===== config.mk =====
export PLATFORM = sky130hd
export DESIGN_NAME = serial_adder
export DESIGN_NICKNAME = d
export VERILOG_FILES = /design/src/rtl/serial_adder.sv
export SDC_FILE = /design/constraint.sdc
export NUM_CORES = 1
export LEC_CHECK = 0
export CAP_MARGIN = 40
export CORE_ASPECT_RATIO = 1.2
export CORE_MARGIN = 2
export CORE_UTILIZATION = 50
export CTS_CLUSTER_SIZE = 12
export DETAILED_ROUTE_END_ITERATION = 12
export HOLD_SLACK_MARGIN = 0.05
export MAX_ROUTING_LAYER = met4
export PLACE_DENSITY = 0.87
export SLEW_MARGIN = 15
export SYNTH_ARGS = -nofsm -noshare
export SYNTH_HDL_FRONTEND = slang
export SYNTH_SLANG_ARGS = --single-unit

===== constraint.sdc =====
create_clock -name clk -period 2.1 [get_ports clk]
set_input_delay 0.42 -clock clk [delete_from_list [all_inputs] [get_ports clk]]
set_output_delay 0.42 -clock clk [all_outputs]
set_load 0.01 [all_outputs]

===== src/rtl/serial_adder.sv =====
// serial_adder: bit-serial two's-complement adder.
// Adds num1 + num2 + c_in one bit per clock through a single full-adder cell.
// A start/busy/done handshake connects it to the control unit. Subtraction is
// num1 + ~num2 with c_in = 1.
// Optional feature macro: SERIAL_ADDER_OVERFLOW_EN. When it is defined,
// overflow is the registered signed-overflow flag. When it is undefined,
// overflow is tied to 0.
// FSM state is visible through busy (RUN) and done (DONE); both low means IDLE.
// Handshake: start is sampled on a rising edge only in IDLE or DONE. The edge
// that samples it captures num1/num2/c_in. busy is high for the WIDTH
// processing cycles. done is high for exactly the one cycle in which the new
// result/c_out/overflow are first visible.
`timescale 1ns/1ps

module serial_adder #(
    parameter int WIDTH = 32
) (
    input  logic             clk,
    input  logic             rst_n,
    input  logic             start,
    input  logic [WIDTH-1:0] num1,
    input  logic [WIDTH-1:0] num2,
    input  logic             c_in,
    output logic             busy,
    output logic             done,
    output logic [WIDTH-1:0] result,
    output logic             c_out,
    output logic             overflow
);

    localparam int CW = $clog2(WIDTH + 1);
    localparam logic [CW-1:0] LAST = CW'(WIDTH - 1);

    typedef enum logic [1:0] {
        IDLE = 2'd0,
        RUN  = 2'd1,
        DONE = 2'd2
    } state_t;

    state_t           state;
    logic [WIDTH-1:0] a_sr;
    logic [WIDTH-1:0] b_sr;
    logic [WIDTH-1:0] s_sr;
    logic             cy;
    logic [CW-1:0]    cnt;
    logic [WIDTH-1:0] result_q;
    logic             c_out_q;

    logic             s_bit;
    logic             cy_next;
    logic [WIDTH:0]   sum_next;

`ifdef SERIAL_ADDER_OVERFLOW_EN
    logic             overflow_q;
`endif

    // Full-adder cell on the current LSBs, plus the shifted-in sum vector.
    // sum_next[WIDTH:1] is the next s_sr. On the MSB cycle it is also the
    // final result.
    always_comb begin
        s_bit    = a_sr[0] ^ b_sr[0] ^ cy;
        cy_next  = (a_sr[0] & b_sr[0]) | (a_sr[0] & cy) | (b_sr[0] & cy);
        sum_next = {s_bit, s_sr};
    end

    // Control FSM and datapath. The outputs move only on the completing edge.
    always_ff @(posedge clk or negedge rst_n) begin
        if (!rst_n) begin
            state    <= IDLE;
            a_sr     <= '0;
            b_sr     <= '0;
            s_sr     <= '0;
            cy       <= 1'b0;
            cnt      <= '0;
            result_q <= '0;
            c_out_q  <= 1'b0;
`ifdef SERIAL_ADDER_OVERFLOW_EN
            overflow_q <= 1'b0;
`endif
        end else begin
            case (state)
                IDLE, DONE: begin
                    if (start) begin
                        a_sr  <= num1;
                        b_sr  <= num2;
                        cy    <= c_in;
                        cnt   <= '0;
                        state <= RUN;
                    end else begin
                        state <= IDLE;
                    end
                end
                RUN: begin
                    s_sr <= sum_next[WIDTH:1];
                    a_sr <= {1'b0, a_sr[WIDTH-1:1]};
                    b_sr <= {1'b0, b_sr[WIDTH-1:1]};
                    cy   <= cy_next;
                    cnt  <= cnt + CW'(1);
                    if (cnt == LAST) begin
                        result_q <= sum_next[WIDTH:1];
                        c_out_q  <= cy_next;
`ifdef SERIAL_ADDER_OVERFLOW_EN
                        // The carry into the MSB is the carry still held in cy.
                        overflow_q <= cy ^ cy_next;
`endif
                        state    <= DONE;
                    end
                end
                default: state <= IDLE;
            endcase
        end
    end

    assign busy   = (state == RUN);
    assign done   = (state == DONE);
    assign result = result_q;
    assign c_out  = c_out_q;

`ifdef SERIAL_ADDER_OVERFLOW_EN
    assign overflow = overflow_q;
`else
    assign overflow = 1'b0;
`endif

endmodule

==> impl_summary.md <==
Pwr
Across the VDD grid, the largest voltage drop is around 640 uV. Power spread over the standard cell area amounts to around 1500 nW/um2. For this design the static power due to leakage is around 3.9 nW. Total power for the finished layout comes to 11.2 mW.

Timing
The minimum clock period is 1.94 ns. The share of the clock period used by the worst path is 92.4%. The final number of hold-violating endpoints is 0. The worst clock skew on the final layout is 0.00610 ns. Setup repair after global routing left no endpoint under its margin.

The actual transition at the worst max-transition pin is 0.579 ns. Setup total negative slack on the finished layout was measured at 0 ns. Setup violations remaining at the end of the flow were counted as 0. Headroom to the max-slew limit came out at about three fifths. The number of max-slew violations in the final report was 0.

The highest attainable clock frequency is 515 MHz.

Placement
The half-perimeter wire length after detailed placement is about 7400 um. The placer's final routability congestion estimate is 0.748. In this run, placement finished with an instance count of 625.

The count of input and output buffers is roughly 100.

Worst setup path
The setup check on the worst reg-to-reg path leaves a slack of 0.31 ns. The worst setup path is captured at an output port. The delay of the slowest critical-path stage is 0.57 ns.

STA puts the critical path data required time at 1.68 ns. The source of the worst register-to-register timing path is state[0]$_DFFE_PN0P_. By startpoint and endpoint, the worst setup path is classified as reg -> out. The worst-path maximum fanout is 4. The slowest stage of the critical path belongs to the cell sky130_fd_sc_hd__clkdlybuf4s50_1. The worst register-to-register path ends at cnt[1]$_DFFE_PN0P_. The length in cells of the worst reg-to-reg path is 5.

The kind of start point of the critical path is a flop. Data arrives at the worst endpoint at 1.52 ns. The critical path goes through nor2b_1, clkdlybuf4s50_1.

Detailed routing
The final routed DRC violation total is 0. The wire length after detailed routing is 11100 um. After detailed routing, the average wire length per cell comes to 16.9 um. The detailed router placed 3623 vias in this run. After the first detailed-routing iteration, the DRC count stood at 220. Dividing the detail-routed via count by the number of cells gives 5.51.

The residual antenna-violating net count after detailed routing is 0. For this run, the detailed router's first-pass iteration total came to 4.

Layout
The total of fill cells in the finished design is slightly below 800. Of the cells placed in the final design, the portion with a size suffix greater than 1 is between 20% and 30%. Summing all flip-flop and latch instances after layout gives 3430 um2. The non-filler instance count after layout is 658.

The total number of nets in the final design is 561. The multi-input combinational cells in the finished layout cover a total of 2110 um2. The repair_antennas step left the layout with diodes totalling 0. The signed area change from the synthesized netlist to the final layout is 32.1%.

Yosys
The mean instance size in the synthesized netlist is 14.7 um2. By area the synthesized netlist is led by sky130_fd_sc_hd__dfrtp_1 (60%), sky130_fd_sc_hd__a22o_1 (10%), sky130_fd_sc_hd__a21o_1 (8.4%). The async set-reset flop share out of synthesis is 100%. Sequential elements use 60.2% of the synthesized area. The netlist area before placement is 5700 um2.

The synthesized flop and latch total is approximately 140. The portion of synthesized cell area occupied by the leading cell type is 60.2%. The largest area contributor in the synthesized netlist is sky130_fd_sc_hd__dfrtp_1.

Sorting the synthesized cells by how often they occur yields sky130_fd_sc_hd__dfrtp_1 (137), sky130_fd_sc_hd__a22o_1 (68), sky130_fd_sc_hd__a21o_1 (64). The count of cell types in the netlist is 26. In the synthesized netlist, the number of instances is between 300 and 400.

During synthesis, Yosys emitted a total of 0 warnings. The dominant register cell in the synthesized netlist is sky130_fd_sc_hd__dfrtp_1. When the netlist entered floorplanning its net count stood at 458.

The number of enable-type register cells in the synthesized netlist is 0. Yosys instantiated no cell more often than sky130_fd_sc_hd__dfrtp_1.

Floorplan
The floorplan has between 40 and 50 rows. The core area is 11100 um2. The x dimension of the die is 101 um.

The effective utilization at floorplan is between 50% and 60%. During I/O placement, the number of pins put on the boundary was 104. The floorplan step defined a die boundary enclosing 12300 um2. The die is 121 um tall.

Min path
The tightest min-delay check is of the reg -> reg type. Along the worst hold path, the cell count comes to 1. The endpoint of the worst hold-timing path is a_sr[16]$_DFFE_PN0P_. The worst min-delay path startpoint is a_sr[16]$_DFFE_PN0P_.

Global route
The global routing usage summed across all routing layers is 20.3%. The number of antenna violations at the first check in global routing came to 0. Entering global routing, the biggest net connects 69 pins. The via count of the first global-routing pass is 3817. The total overflow reported by the global router is 0.

The first global-routing pass estimated 18700 um of wire.

Clock tree
The library cell used as clock root buffer is sky130_fd_sc_hd__clkbuf_16. The H-tree was split into 4 levels. After clock tree synthesis, the clock-pin slew on the worst setup and hold paths is around 0.060 ns. In this run, CTS created clock tree buffers numbering 17. CTS saw roughly 140 sinks.

The clock passes through at most 2 buffers. The TritonCTS clock tree is done. The clock reaches the later pin of the worst-skew pair after 0.40 ns.

Run
The number of maximum-capacitance constraint violations is 0.

Outcome
The flow ran to the end, and the final reports show no timing, DRC or antenna violations.
[metal layers]
layer / track usage, % / share of wire, %
met1: 24.5 / 41
met2: 33.0 / 54
met3: 4.67 / 3.3
met4: 8.11 / 1.8
met5: - / 0
[critical path, delay by kind of cell (launching register included)]
| kind | cells | cell delay (ns) |
|---|---|---|
| flip-flops | 1 | 0.42 |
| AND/OR/NAND/NOR | 1 | 0.12 |
| buffers and inverters | 1 | 0.57 |
[kinds of logic after synthesis]
family	share of synthesized area, %
adders and majority gates	0.571
xor gates and xnor gates	0.307
buffers and inverters	3.12
AOI/OAI and AO/OA	18.9
and+or+nand+nor	1.82
muxes	15.1
other	0.0658
DFF	60.2
[cell usage in the layout, fill, tap and decap left out, types with 3 or more instances in the layout]
cell type / count
sky130_fd_sc_hd__a22o_1: 68
sky130_fd_sc_hd__buf_4: 8
sky130_fd_sc_hd__mux2_4: 29
sky130_fd_sc_hd__clkdlybuf4s50_1: 100
sky130_fd_sc_hd__clkinvlp_4: 4
sky130_fd_sc_hd__mux2i_1: 3
sky130_fd_sc_hd__mux2_2: 35
sky130_fd_sc_hd__a21o_1: 64
sky130_fd_sc_hd__clkbuf_16: 17
sky130_fd_sc_hd__dfrtp_1: 137
sky130_fd_sc_hd__buf_12: 4
sky130_fd_sc_hd__bufinv_16: 4
sky130_fd_sc_hd__clkinv_2: 3
[flip-flops by register name (all words and copies together) (netlist names)]
register  flops
a_sr         32
b_sr         32
result       32
s_sr         31
cnt           6
state         2
c_out         1
cy            1
[power breakdown]
| group | internal (mW) | switching [mW] |
|---|---|---|
| combinational | 2.20 | 1.35 |
| sequential | 3.79 | 0.762 |
| clock | 2.01 | 1.07 |
| total | 8.01 | 3.18 |
[area by class of cell]
cell class,instances,share of cell area (%)
Tap cell,154,2.56
Clock buffer,20,5.93
Inverter,1,0.0499
Multi-Input combinational cell,219,28.1
Clock inverter,12,2.31
Sequential cell,137,45.5
Timing Repair Buffer,115,15.6
[worst max-delay path by stage]
stage / start / end / cells past startpoint
floorplan: start / b_sr[16]$_DFFE_PN0P_ / 6
global placement: start / a_sr[31]$_DFFE_PN0P_ / 5
detailed placement: start / b_sr[20]$_DFFE_PN0P_ / 6
CTS: state[0]$_DFFE_PN0P_ / done / 2
global route: state[0]$_DFFE_PN0P_ / done / 2
finish: state[0]$_DFFE_PN0P_ / done / 2
[repair_timing]
action | 4_1_cts | 5_1_grt
endpoints found under the hold margin | 61 | 0
setup buffers | 0 | 0
endpoints found under the setup margin | 1 | 0
hold buffers | 1 | 0
gates resized for setup | 1 | 0
[per-stage QoR]
stage                     utilization, %  hold WS, ns  worst slack [ns]  area, um2
after floorplan                        -        0.124             0.653       5700
after global placement              62.2        0.446             0.321       6900
after detailed placement            62.2        0.451             0.283       6900
after CTS                           67.9        0.479             0.131       7530
after global routing                67.9        0.485             0.110       7530
final                               67.9        0.476             0.159       7530
(Power assumes the default switching activity.)
